**src/rtl/mmio_timer_pkg.sv**
```systemverilog
// Shared definitions for the memory-mapped timer.
// Contents: register selector enum, CTRL bit positions, byte-lane merge helper.
package mmio_timer_pkg;

    // Register selected by addr[3:2] inside the 16-byte window.
    typedef enum logic [1:0] {
        RegCtrl    = 2'd0,
        RegCount   = 2'd1,
        RegCompare = 2'd2,
        RegStatus  = 2'd3
    } reg_sel_e;

    localparam int unsigned CtrlEnBit    = 0;
    localparam int unsigned CtrlAutoBit  = 1;
    localparam int unsigned CtrlIrqEnBit = 2;
    localparam int unsigned CtrlPrescLsb = 8;

    // Replace only the byte lanes whose enable is set.
    function automatic logic [31:0] merge_bytes(input logic [31:0] old_val,
                                                input logic [31:0] new_val,
                                                input logic [3:0]  sel);
        logic [31:0] res;
        res = old_val;
        for (int b = 0; b < 4; b++) begin
            if (sel[b]) res[8*b +: 8] = new_val[8*b +: 8];
        end
        return res;
    endfunction

endpackage

```
**src/rtl/mmio_timer_if.sv**
```systemverilog
// Data-memory bus between the CPU (master) and a responder (slave).
// Signals: ce (access valid), we (write), addr (byte address), sel (byte enables),
//          data_i (write data, master->slave), data_o (read data, slave->master).
interface mmio_timer_if;
    logic        ce;
    logic        we;
    logic [31:0] addr;
    logic [3:0]  sel;
    logic [31:0] data_i;
    logic [31:0] data_o;

    modport master (output ce, we, addr, sel, data_i, input data_o);
    modport slave  (input ce, we, addr, sel, data_i, output data_o);
endinterface

```
**src/rtl/mmio_timer_prescaler.sv**
```systemverilog
// Prescaler for the timer: counts 0..i_limit while enabled and pulses o_tick for one
// cycle when the count equals i_limit, then restarts from 0.
// Ports: clk, rst (sync, active-high), i_en (run), i_clr (restart, suppresses tick),
//        i_limit (terminal count), o_tick (one-cycle pulse).
module mmio_timer_prescaler #(
    parameter int unsigned PRESC_W = 8
) (
    input  logic               clk,
    input  logic               rst,
    input  logic               i_en,
    input  logic               i_clr,
    input  logic [PRESC_W-1:0] i_limit,
    output logic               o_tick
);

    logic [PRESC_W-1:0] r_pre;
    logic [PRESC_W-1:0] w_pre_d;

    always_comb begin
        o_tick  = i_en && !i_clr && (r_pre == i_limit);
        w_pre_d = r_pre + PRESC_W'(1);
        if (!i_en || i_clr || o_tick) w_pre_d = '0;
    end

    always_ff @(posedge clk) begin
        if (rst) r_pre <= '0;
        else     r_pre <= w_pre_d;
    end

endmodule

```
**src/rtl/mmio_timer.sv**
```systemverilog
// Memory-mapped timer/compare peripheral on the CPU data-memory bus.
// Window of 16 bytes at BASE_ADDR: CTRL (0x0), COUNT (0x4), COMPARE (0x8), STATUS (0xC).
// Ports: clk, rst (sync, active-high), bus (slave side of mmio_timer_if; zero-wait
//        combinational reads, byte-lane writes on the next edge), irq_o (MATCH & IRQ_EN).
module mmio_timer
    import mmio_timer_pkg::*;
#(
    parameter logic [31:0] BASE_ADDR = 32'h1000_0000,
    parameter int unsigned PRESC_W   = 8
) (
    input  logic         clk,
    input  logic         rst,
    mmio_timer_if.slave  bus,
    output logic         irq_o
);

    localparam logic [31:0] CtrlMask =
        32'h0000_0007 | (((32'd1 << PRESC_W) - 32'd1) << CtrlPrescLsb);

    logic [31:0] r_ctrl, r_count, r_compare;
    logic        r_match;

    logic [31:0] w_ctrl_d, w_count_d, w_compare_d, w_cnt_ticked;
    logic        w_match_d, w_match_set, w_match_clr;
    logic        w_hit, w_wr, w_tick, w_ctrl_wr;
    reg_sel_e    w_reg_sel;
    logic        w_unused;

    assign w_hit     = bus.ce && (bus.addr[31:4] == BASE_ADDR[31:4]);
    assign w_wr      = w_hit && bus.we;
    assign w_reg_sel = reg_sel_e'(bus.addr[3:2]);
    assign w_ctrl_wr = w_wr && (w_reg_sel == RegCtrl);
    assign w_unused  = ^bus.addr[1:0];

    mmio_timer_prescaler #(
        .PRESC_W (PRESC_W)
    ) u_prescaler (
        .clk     (clk),
        .rst     (rst),
        .i_en    (r_ctrl[CtrlEnBit]),
        .i_clr   (w_ctrl_wr),
        .i_limit (r_ctrl[CtrlPrescLsb +: PRESC_W]),
        .o_tick  (w_tick)
    );

    // Tick update first; a bus write then overrides only its enabled byte lanes.
    always_comb begin
        w_ctrl_d    = r_ctrl;
        w_compare_d = r_compare;
        w_match_clr = 1'b0;
        w_match_set = w_tick && (r_count == r_compare);

        w_cnt_ticked = r_count;
        if (w_tick) begin
            w_cnt_ticked = (w_match_set && r_ctrl[CtrlAutoBit]) ? 32'd0 : r_count + 32'd1;
        end
        w_count_d = w_cnt_ticked;

        if (w_wr) begin
            unique case (w_reg_sel)
                RegCtrl:    w_ctrl_d    = merge_bytes(r_ctrl, bus.data_i, bus.sel) & CtrlMask;
                RegCount:   w_count_d   = merge_bytes(w_cnt_ticked, bus.data_i, bus.sel);
                RegCompare: w_compare_d = merge_bytes(r_compare, bus.data_i, bus.sel);
                RegStatus:  w_match_clr = bus.sel[0] && bus.data_i[0];
            endcase
        end

        // A match in the same cycle as W1C keeps MATCH set.
        w_match_d = w_match_set || (r_match && !w_match_clr);
    end

    always_ff @(posedge clk) begin
        if (rst) begin
            r_ctrl    <= '0;
            r_count   <= '0;
            r_compare <= '0;
            r_match   <= 1'b0;
        end else begin
            r_ctrl    <= w_ctrl_d;
            r_count   <= w_count_d;
            r_compare <= w_compare_d;
            r_match   <= w_match_d;
        end
    end

    always_comb begin
        bus.data_o = '0;
        if (w_hit && !bus.we) begin
            unique case (w_reg_sel)
                RegCtrl:    bus.data_o = r_ctrl;
                RegCount:   bus.data_o = r_count;
                RegCompare: bus.data_o = r_compare;
                RegStatus:  bus.data_o = {31'd0, r_match};
            endcase
        end
    end

    assign irq_o = r_match && r_ctrl[CtrlIrqEnBit];

endmodule
```
**src/flat_wrapper.sv**
```systemverilog
// flat-port wrapper written by rule: the top's interface ports become plain ports
module mmio_timer_flat import mmio_timer_pkg::*;
#(
    parameter logic [31:0] BASE_ADDR = 32'h1000_0000,
    parameter int unsigned PRESC_W   = 8
)
  (clk, rst, irq_o, bus_ce, bus_we, bus_addr, bus_sel, bus_data_i, bus_data_o);
  mmio_timer_if bus_i ();
  input  logic clk;
  input  logic rst;
  output logic irq_o;
  input wire logic [$bits(bus_i.ce)-1:0] bus_ce;
  input wire logic [$bits(bus_i.we)-1:0] bus_we;
  input wire logic [$bits(bus_i.addr)-1:0] bus_addr;
  input wire logic [$bits(bus_i.sel)-1:0] bus_sel;
  input wire logic [$bits(bus_i.data_i)-1:0] bus_data_i;
  output wire logic [$bits(bus_i.data_o)-1:0] bus_data_o;
  assign bus_i.ce = bus_ce;
  assign bus_i.we = bus_we;
  assign bus_i.addr = bus_addr;
  assign bus_i.sel = bus_sel;
  assign bus_i.data_i = bus_data_i;
  assign bus_data_o = bus_i.data_o;
  mmio_timer #(.BASE_ADDR(BASE_ADDR), .PRESC_W(PRESC_W)) u_core (.clk(clk), .rst(rst), .bus(bus_i), .irq_o(irq_o));
endmodule
```
**config.mk**
```make
export PLATFORM = sky130hd
export DESIGN_NAME = mmio_timer_flat
export DESIGN_NICKNAME = d
export VERILOG_FILES = /design/src/rtl/mmio_timer_pkg.sv /design/src/rtl/mmio_timer_if.sv /design/src/rtl/mmio_timer_prescaler.sv /design/src/rtl/mmio_timer.sv /design/src/flat_wrapper.sv
export SDC_FILE = /design/constraint.sdc
export NUM_CORES = 1
export LEC_CHECK = 0
export ABC_CLOCK_PERIOD_IN_PS = 5100
export CELL_PAD_IN_SITES_DETAIL_PLACEMENT = 0
export CELL_PAD_IN_SITES_GLOBAL_PLACEMENT = 1
export CORE_ASPECT_RATIO = 0.8
export CORE_UTILIZATION = 41
export CTS_CLUSTER_DIAMETER = 60
export CTS_CLUSTER_SIZE = 10
export DETAILED_ROUTE_END_ITERATION = 6
export PLACE_DENSITY = 0.95
export SLEW_MARGIN = 5
export SYNTH_ARGS = -nofsm -noshare
export SYNTH_HDL_FRONTEND = slang
export SYNTH_SLANG_ARGS = --single-unit
```
**constraint.sdc**
```tcl
create_clock -name clk -period 5.1 [get_ports clk]
set_input_delay 1.02 -clock clk [delete_from_list [all_inputs] [get_ports clk]]
set_output_delay 1.02 -clock clk [all_outputs]
set_load 0.1 [all_outputs]
```
==> results of run 1 <==
metrics by stage:
stage          std cells  utilization [%]  area [um2]
6_report             877             57.7        6770
5_1_grt              877             57.7        6770
4_1_cts              877             57.7        6770
3_5_place_dp         862             55.0        6460
3_3_place_gp         862             55.0        6460
2_1_floorplan        641                -        5020
worst max-delay path: stages:
cell and delay [ns]:
clkdlybuf4s50_1 0.40, nor4b_1 0.38, nand4_2 0.14, buf_4 0.20, or2_2 0.56, nor2b_1 0.33
buf_12 0.21
metal layers:
layer	vias up	wire, um	share of wire (%)	global-route usage (%)
li1	2407	-	-	-
met1	2399	7080	46	33.1
met3	20	1160	7.5	5.20
met2	226	6970	45	41.4
met5	-	0	0	0
met4	0	291	1.9	8.54
registers in the layout (all words and copies together) (netlist names):
signal / flops
u_core.r_compare: 32
u_core.r_match: 1
u_core.u_prescaler.r_pre: 8
u_core.r_ctrl: 11
u_core.r_count: 32
cell usage in the layout, fill, tap and decap left out, types with 22 or more instances in the layout:
cell type	count
nand2_1	120
dfxtp_1	84
clkdlybuf4s50_1	69
xnor2_1	61
a21oi_1	56
nor2_1	55
buf_12	32
o21ai_0	26
a22oi_1	22
nand3_1	22
final cells by class:
| type | instances | area [um2] | area share [%] |
|---|---|---|---|
| timing repair buffer | 111 | 1400 | 20.7 |
| tap | 148 | 185 | 2.73 |
| clock inverter | 6 | 88.8 | 1.31 |
| clock buffer | 9 | 225 | 3.33 |
| sequential | 84 | 1680 | 24.8 |
| inverter | 7 | 26.3 | 0.388 |
| multi-input combinational | 512 | 3160 | 46.7 |
Yosys cell counts, types with 2 or more instances:
library cell	number	area share [%]
nand2_1	120	9.0
dfxtp_1	84	33
xnor2_1	61	11
a21oi_1	56	5.6
nor2_1	55	4.1
o21ai_0	26	2.6
a22oi_1	22	3.3
clkbuf_1	22	1.6
nand3_1	22	2.2
nand4_1	19	2.4
buf_2	13	1.3
nor3_1	12	1.2
nor4_1	12	1.5
xor2_1	12	2.1
mux2i_1	11	2.2
and2_1	9	1.1
nor4_2	8	2.0
inv_1	7	0.52
nor3b_1	6	0.90
nor4b_1	6	1.0
and3_1	5	0.62
nand3b_1	5	0.75
o21ai_1	5	0.50
and4_1	4	0.70
or3_1	4	0.50
buf_1	3	0.22
nor2b_1	3	0.37
nor3b_4	3	1.1
nor4_4	3	1.3
ha_1	2	0.50
nand2b_1	2	0.25
nand3_2	2	0.40
nand4_2	2	0.50
nor4b_2	2	0.60
or2_2	2	0.25
logic make-up after synthesis:
kind of cell	count (synthesis)	synth area share, %
AND/OR/NAND/NOR	311	33.8
AO/OA/AOI/OAI	114	13.1
multiplexers	12	2.64
adder cells (fa/ha/maj)	2	0.498
buffers and inverters	45	3.69
XOR/XNOR	73	12.7
flip-flops	84	33.5
worst paths after layout:
check                                                            start                                endpoint  slack, ns
worst max-delay path                                      bus_addr[20]                           bus_data_o[0]       0.83
worst min register to register  u_core.u_prescaler.r_pre[0]$_SDFF_PP0_  u_core.u_prescaler.r_pre[0]$_SDFF_PP0_       0.48
worst min-delay path            u_core.u_prescaler.r_pre[0]$_SDFF_PP0_  u_core.u_prescaler.r_pre[0]$_SDFF_PP0_       0.48
worst max register to register          u_core.r_ctrl[14]$_SDFFE_PP0P_           u_core.r_count[21]$_SDFF_PP0_       2.10
report_power, final:
| part | internal [W] | switching, W |
|---|---|---|
| Combinational | 0.0000563 | 0.0000473 |
| Clock | 0.000427 | 0.000270 |
| Sequential | 0.000656 | 0.000000000000150 |
| Total | 0.00114 | 0.000317 |
==> flow_metrics.py, run 1 <==
metrics = {
    "status": {
        "status": "complete, no violations",
    },
    "power": {
        "p_per_area_nw_per_um2": 215,
        "total_power_w": 0.00146,
        "ir_worst_vdd_mv": 0.166,
        "p_leak_nw": 2.14,
    },
    "critical_path": {
        "path_class": "in2out",
        "end_kind": "primary output",
        "crit_fanout": 32,
        "crit_path_start_kind": "primary input",
        "cp.required_ns": 4.08,
        "rr_worst_depth": 6,
        "worstPathArrival_ns": 3.25,
    },
    "sta": {
        "fin_crit_ns": 4.27,
        "skew_ns": 0.00447,
        "setup_ws_ns": 0.825,
        "tightest_slew_ns": 0.964,
        "hold_viol_final": 0,
        "slew_headroom_pct": 35.5,
        "timing.hold.ws_ns": 0.477,
        "fin_tns_setup_ns": 0,
        "fin_crit_sh_pct": 83.8,
        "maxSlewViolCount": 0,
        "rsz0062_at_grt": "no",
        "timing.fmax_mhz": 234,
        "setup-violations-final": 0,
    },
    "final_layout": {
        "final_nets": 799,
        "synthToLayoutAreaGrowth_pct": 34.9,
        "layout-drive-gt1-share_pct": 11.9,
        "num_antenna_cells": 0,
        "fill_cells": 1061,
    },
    "synthesis": {
        "synth-seq-area-share_pct": 33.5,
        "synth_cell_type_count": 46,
        "synth-seq-cells": 84,
        "syn_avg_cell_area_um2": 7.83,
        "ys.flop_type": "dfxtp_1",
        "syn_inst": 641,
        "yosys_warnings": 0,
        "synth_edf_count": 0,
        "async_reset_ff_share_pct": 0,
        "synthesis.area_um2": 5020,
        "synth_nets": 715,
    },
    "cts": {
        "clk_pin_slew_ns": 0.06,
        "cts.sinks": 84,
        "cts_buffer_depth": 2,
        "hold_buffers": 0,
        "htree_levels": 3,
        "cts-root-buf": "clkbuf_16",
        "numCtsBuffers": 9,
        "insertion_delay_ns": 0.34,
        "cts_tree": "done",
        "post_cts_resized": 0,
        "post_cts_buffers": 0,
    },
    "detailed_routing": {
        "via_count": 5052,
        "first_iter_violations": 362,
        "first_pass_iters": 5,
        "wl_per_cell_um": 17.7,
        "vias_per_cell": 5.76,
        "wirelength_um": 15500,
        "detail-route-antenna-nets": 0,
        "route.detailed.drc": 0,
    },
    "die": {
        "die_y_um": 101,
        "pin_count": 105,
        "die_area_um2": 12700,
        "die_w_um": 126,
        "fp-row-count": 35,
        "core_area_um2": 11700,
        "initial_utilization_pct": 42.8,
    },
    "global_route": {
        "first_global_vias": 4957,
        "grt_pass1_wl_um": 25000,
        "grt_max_degree": 44,
        "grt_overflow": 0,
        "antenna_found_initial": 0,
        "grt.total_usage_pct": 25.2,
    },
    "hold_path": {
        "whs_path_depth": 1,
        "holdCritPathClass": "reg2reg",
    },
    "run": {
        "drv_cap": 0,
    },
    "placed_design": {
        "dp_worst_setup_slack_ns": 0.804,
        "dp_hpwl_um": 11400,
        "port-buffer-count": 102,
        "place_congestion": 0.882,
    },
}
Power figures use the tool's default switching activity.
==> inputs of run 2 (changes only) <==
Settings changed: ABC_CLOCK_PERIOD_IN_PS 5100 to 3800, CORE_UTILIZATION 41 to 34, PLACE_DENSITY 0.95 to 0.85.
Clock period 5.1 ns to 3.8 ns, I/O delays scaled along.
==> flow_metrics.py, run 2 (synthesized netlist as in run 1, its figures left out) <==
metrics = {
    "global_route": {
        "antenna_found_initial": 0,
        "grt.total_usage_pct": 21.4,
        "first_global_vias": 4887,
        "grt_overflow": 0,
        "grt_max_degree": 38,
        "grt_pass1_wl_um": 25100,
    },
    "die": {
        "die_w_um": 138,
        "initial_utilization_pct": 35.0,
        "fp-row-count": 39,
        "core_area_um2": 14300,
        "die_area_um2": 15300,
        "pin_count": 105,
        "die_y_um": 111,
    },
    "cts": {
        "post_cts_resized": 0,
        "hold_buffers": 0,
        "cts.sinks": 84,
        "numCtsBuffers": 9,
        "insertion_delay_ns": 0.35,
        "cts-root-buf": "clkbuf_16",
        "htree_levels": 3,
        "clk_pin_slew_ns": 0.07,
        "cts_buffer_depth": 2,
        "cts_tree": "done",
        "post_cts_buffers": 0,
    },
    "placed_design": {
        "dp_worst_setup_slack_ns": 0.209,
        "placed_cells": 905,
        "dp_hpwl_um": 11800,
        "post_dp_cell_area_um2": 6560,
        "port-buffer-count": 102,
        "place_congestion": 0.876,
    },
    "power": {
        "p_leak_nw": 2.17,
        "p_per_area_nw_per_um2": 273,
        "ir_worst_vdd_mv": 0.201,
        "total_power_w": 0.00187,
    },
    "sta": {
        "timing.fmax_mhz": 282,
        "tightest_slew_ns": 0.970,
        "setup_ws_ns": 0.252,
        "fin_crit_ns": 3.55,
        "rsz0062_at_grt": "no",
        "setup-violations-final": 0,
        "skew_ns": 0.00776,
        "fin_crit_sh_pct": 93.4,
        "slew_headroom_pct": 35.1,
        "fin_tns_setup_ns": 0,
        "maxSlewViolCount": 0,
        "hold_viol_final": 0,
    },
    "final_layout": {
        "reg.largest.list": "u_core.r_compare (32), u_core.r_count (32), u_core.r_ctrl (11)",
        "fin_cells": 921,
        "layout-drive-gt1-share_pct": 12.9,
        "final_nets": 806,
        "num_antenna_cells": 0,
        "layout_commonest_cell": "nand2_1",
        "design_area_um2": 6840,
        "fill_cells": 1382,
        "final_cell_mix": "nand2_1 (120), dfxtp_1 (84), clkdlybuf4s50_1 (69)",
        "synthToLayoutAreaGrowth_pct": 36.3,
    },
    "critical_path": {
        "path_class": "in2out",
        "end_kind": "primary output",
        "max_stage_delay_ns": 0.58,
        "cp.required_ns": 3.04,
        "cp_slowest_cell": "or2_2",
        "path_cells": "clkdlybuf4s50_1 -> nor4b_1 -> nand4_2 -> or2_2 -> nor2_1 -> buf_12",
        "crit_fanout": 32,
        "crit_path_start_kind": "primary input",
        "worstPathArrival_ns": 2.79,
        "r2r_slack_ns": 1.15,
    },
    "detailed_routing": {
        "first_pass_iters": 5,
        "wl_per_cell_um": 17.1,
        "detail-route-antenna-nets": 0,
        "first_iter_violations": 371,
        "vias_per_cell": 5.46,
        "via_count": 5027,
        "wirelength_um": 15800,
        "route.detailed.drc": 0,
    },
    "hold_path": {
        "holdCritPathClass": "reg2reg",
    },
    "status": {
        "status": "complete, no violations",
    },
    "run": {
        "drv_cap": 0,
    },
}
[run 2: changes by cell type in the layout (fill, tap and decap cells not counted), sizes merged]
cell,change
buf,+7
clkbuf,+1
clkinvlp,-2
bufinv,-2
clkinv,+4
[run 2: through the flow]
stage | hold WS [ns] | utilization, %
finish | 0.475 | 47.7
global route | 0.487 | 47.7
CTS | 0.476 | 47.7
detailed placement | 0.467 | 45.7
global placement | 0.454 | 45.7
floorplan | 0.436 | -
[run 2: power breakdown]
group / switching, W / internal (W) / leakage [nW]
Combinational: 0.0000644 / 0.0000768 / 1.35
Sequential: 0.000000000000200 / 0.000880 / 0.676
Clock: 0.000384 / 0.000467 / 0.143
[run 2: final timing paths]
check                                              start  cells past startpoint                                      to
setup reg to reg            u_core.r_count[3]$_SDFF_PP0_                      6           u_core.r_count[30]$_SDFF_PP0_
setup / recovery                            bus_addr[20]                      6                           bus_data_o[6]
hold / removal    u_core.u_prescaler.r_pre[0]$_SDFF_PP0_                      1  u_core.u_prescaler.r_pre[0]$_SDFF_PP0_
hold reg to reg   u_core.u_prescaler.r_pre[0]$_SDFF_PP0_                      1  u_core.u_prescaler.r_pre[0]$_SDFF_PP0_
[run 2: critical path, delay by kind of cell]
family	cells	cell delay, ns
AND/OR/NAND/NOR	4	1.41
buffers and inverters	2	0.61
[run 2: area by class of cell]
cell class	instances	area, um2	area share (%)
well taps	184	230	3.36
multi-input cells	512	3160	46.2
clock buffers	10	239	3.49
flip-flops and latches	84	1680	24.6
repair buffers	118	1460	21.3
clock inverters	6	48.8	0.713
inverters	7	26.3	0.384
[run 2: routing by layer]
layer	vias to the layer above	part of all wire (%)	GRT usage, %
li1	2413	-	-
met2	212	45	32.9
met1	2380	46	29.4
met3	22	7.5	5.03
met4	0	1.8	6.88
met5	-	0	0
==> inputs of run 3 (changes only) <==
--- a/constraint.sdc
+++ b/constraint.sdc
@@ -3,2 +3,2 @@
 set_output_delay 0.76 -clock clk [all_outputs]
-set_load 0.1 [all_outputs]
+set_load 0.005 [all_outputs]
==> flow_metrics.py, run 3 (synthesized netlist as in run 1, its figures left out) <==
metrics = {
    "status": {
        "status": "complete, no violations",
    },
    "die": {
        "die_w_um": 138,
        "core_area_um2": 14300,
        "initial_utilization_pct": 35.0,
        "die_y_um": 111,
        "die_area_um2": 15300,
        "pin_count": 105,
        "fp-row-count": 39,
    },
    "detailed_routing": {
        "first_pass_iters": 5,
        "route.detailed.drc": 0,
        "wirelength_um": 15500,
        "vias_per_cell": 5.38,
        "wl_per_cell_um": 16.8,
        "detail-route-antenna-nets": 0,
        "via_count": 4949,
        "first_iter_violations": 318,
    },
    "sta": {
        "fin_crit_sh_pct": 96.1,
        "fin_tns_setup_ns": 0,
        "fin_crit_ns": 3.65,
        "slew_headroom_pct": 49.0,
        "timing.fmax_mhz": 274,
        "setup-violations-final": 0,
        "setup_ws_ns": 0.148,
        "rsz0062_at_grt": "no",
        "hold_viol_final": 0,
        "maxSlewViolCount": 0,
        "tightest_slew_ns": 0.765,
        "skew_ns": 0.0126,
    },
    "cts": {
        "cts.sinks": 84,
        "cts_buffer_depth": 2,
        "cts_tree": "done",
        "hold_buffers": 0,
        "cts-root-buf": "clkbuf_16",
        "numCtsBuffers": 9,
        "insertion_delay_ns": 0.35,
        "htree_levels": 3,
        "clk_pin_slew_ns": 0.06,
    },
    "run": {
        "drv_cap": 0,
    },
    "critical_path": {
        "worstPathArrival_ns": 2.89,
        "critPathTopFamily": "buffers and inverters",
        "crit_buf_inv": 3,
        "cp.required_ns": 3.04,
        "cp_slowest_cell": "clkdlybuf4s50_1",
        "max_stage_delay_ns": 0.51,
        "end_kind": "primary output",
        "rr_worst_depth": 6,
        "path_class": "in2out",
        "crit_path_start_kind": "primary input",
        "crit_top_cell": "clkdlybuf4s50_1",
        "crit_fanout": 13,
        "path_depth": 7,
        "path_cells": "clkdlybuf4s50_1 -> nor4b_1 -> nand4_2 -> or2_2 -> buf_4 -> nor2_1 -> clkdlybuf4s50_1",
    },
    "global_route": {
        "grt_pass1_wl_um": 25200,
        "grt_overflow": 0,
        "grt.total_usage_pct": 21.3,
        "grt_max_degree": 37,
        "first_global_vias": 4969,
        "antenna_found_initial": 0,
    },
    "final_layout": {
        "reg.largest.list": "u_core.r_compare (32), u_core.r_count (32), u_core.r_ctrl (11)",
        "layout-drive-gt1-share_pct": 8.42,
        "final_cell_mix": "nand2_1 (120), clkdlybuf4s50_1 (101), dfxtp_1 (84)",
        "layout_commonest_cell": "nand2_1",
        "final_nets": 807,
        "num_antenna_cells": 0,
        "design_area_um2": 6630,
        "synthToLayoutAreaGrowth_pct": 32.0,
        "fill_cells": 1414,
    },
    "placed_design": {
        "place_congestion": 0.874,
        "post_dp_cell_area_um2": 6280,
        "dp_hpwl_um": 11900,
        "dp_worst_setup_slack_ns": 0.141,
        "port-buffer-count": 102,
    },
    "hold_path": {
        "whs_path_depth": 1,
        "holdCritPathClass": "reg2reg",
    },
    "power": {
        "p_leak_nw": 2.06,
        "ir_worst_vdd_mv": 0.213,
        "p_per_area_nw_per_um2": 308,
        "total_power_w": 0.00204,
    },
}
[run 3: cell types whose count changed in the layout (fill, tap and decap cells not counted), sizes merged]
cell           change
buf               -31
bufinv             +3
clkdlybuf4s50     +32
inv                -1
clkinv             -4
[run 3: metal layers]
metal	track usage, %	routed length, um	part of all wire [%]
met1	28.9	7270	47
met2	32.9	6910	45
met4	5.51	254	1.6
met3	5.90	1010	6.6
met5	0	0	0
[run 3: repair_timing]
action / CTS / global route
gates resized for setup: 0 / 1
setup buffers: 0 / 0
endpoints found under the setup margin: 0 / 3
[run 3: path summary, 6_finish.rpt]
kind	from	endpoint	slack, ns
setup / recovery	bus_addr[20]	bus_data_o[3]	0.15
hold / removal	u_core.u_prescaler.r_pre[0]$_SDFF_PP0_	u_core.u_prescaler.r_pre[0]$_SDFF_PP0_	0.48
setup reg to reg	u_core.r_count[3]$_SDFF_PP0_	u_core.r_count[31]$_SDFF_PP0_	1.32
hold reg to reg	u_core.u_prescaler.r_pre[0]$_SDFF_PP0_	u_core.u_prescaler.r_pre[0]$_SDFF_PP0_	0.48
[run 3: cell type report]
type / count / area [um2] / share of cell area (%)
Sequential cell: 84 / 1680 / 25.4
Clock inverter: 4 / 98.8 / 1.49
Inverter: 7 / 26.3 / 0.396
Tap cell: 184 / 230 / 3.47
Multi-Input combinational cell: 512 / 3170 / 47.8
Timing Repair Buffer: 119 / 1180 / 17.8
Clock buffer: 10 / 239 / 3.61
[run 3: worst register-to-register path: stages (launching register included)]
cell and delay (ns):
dfxtp_1 0.38, xnor2_1 0.38, nand4_1 0.20, nor4_1 0.59
nand4_1 0.29, nand3b_1 0.35, o21ai_0 0.15
[run 3: per-stage QoR]
step                      cells  util [%]  hold slack, ns
after floorplan             641         -           0.436
after global routing        920      46.2           0.499
final                       920      46.2           0.476
after detailed placement    906      43.8           0.463
after CTS                   920      46.1           0.478
after global placement      906      43.8           0.454
[run 3: where the power goes]
part / internal (W) / leakage, nW / switching [W]
sequential: 0.000880 / 0.676 / 0.000000000000197
combinational: 0.0000798 / 1.22 / 0.0000641
clock: 0.000654 / 0.165 / 0.000363
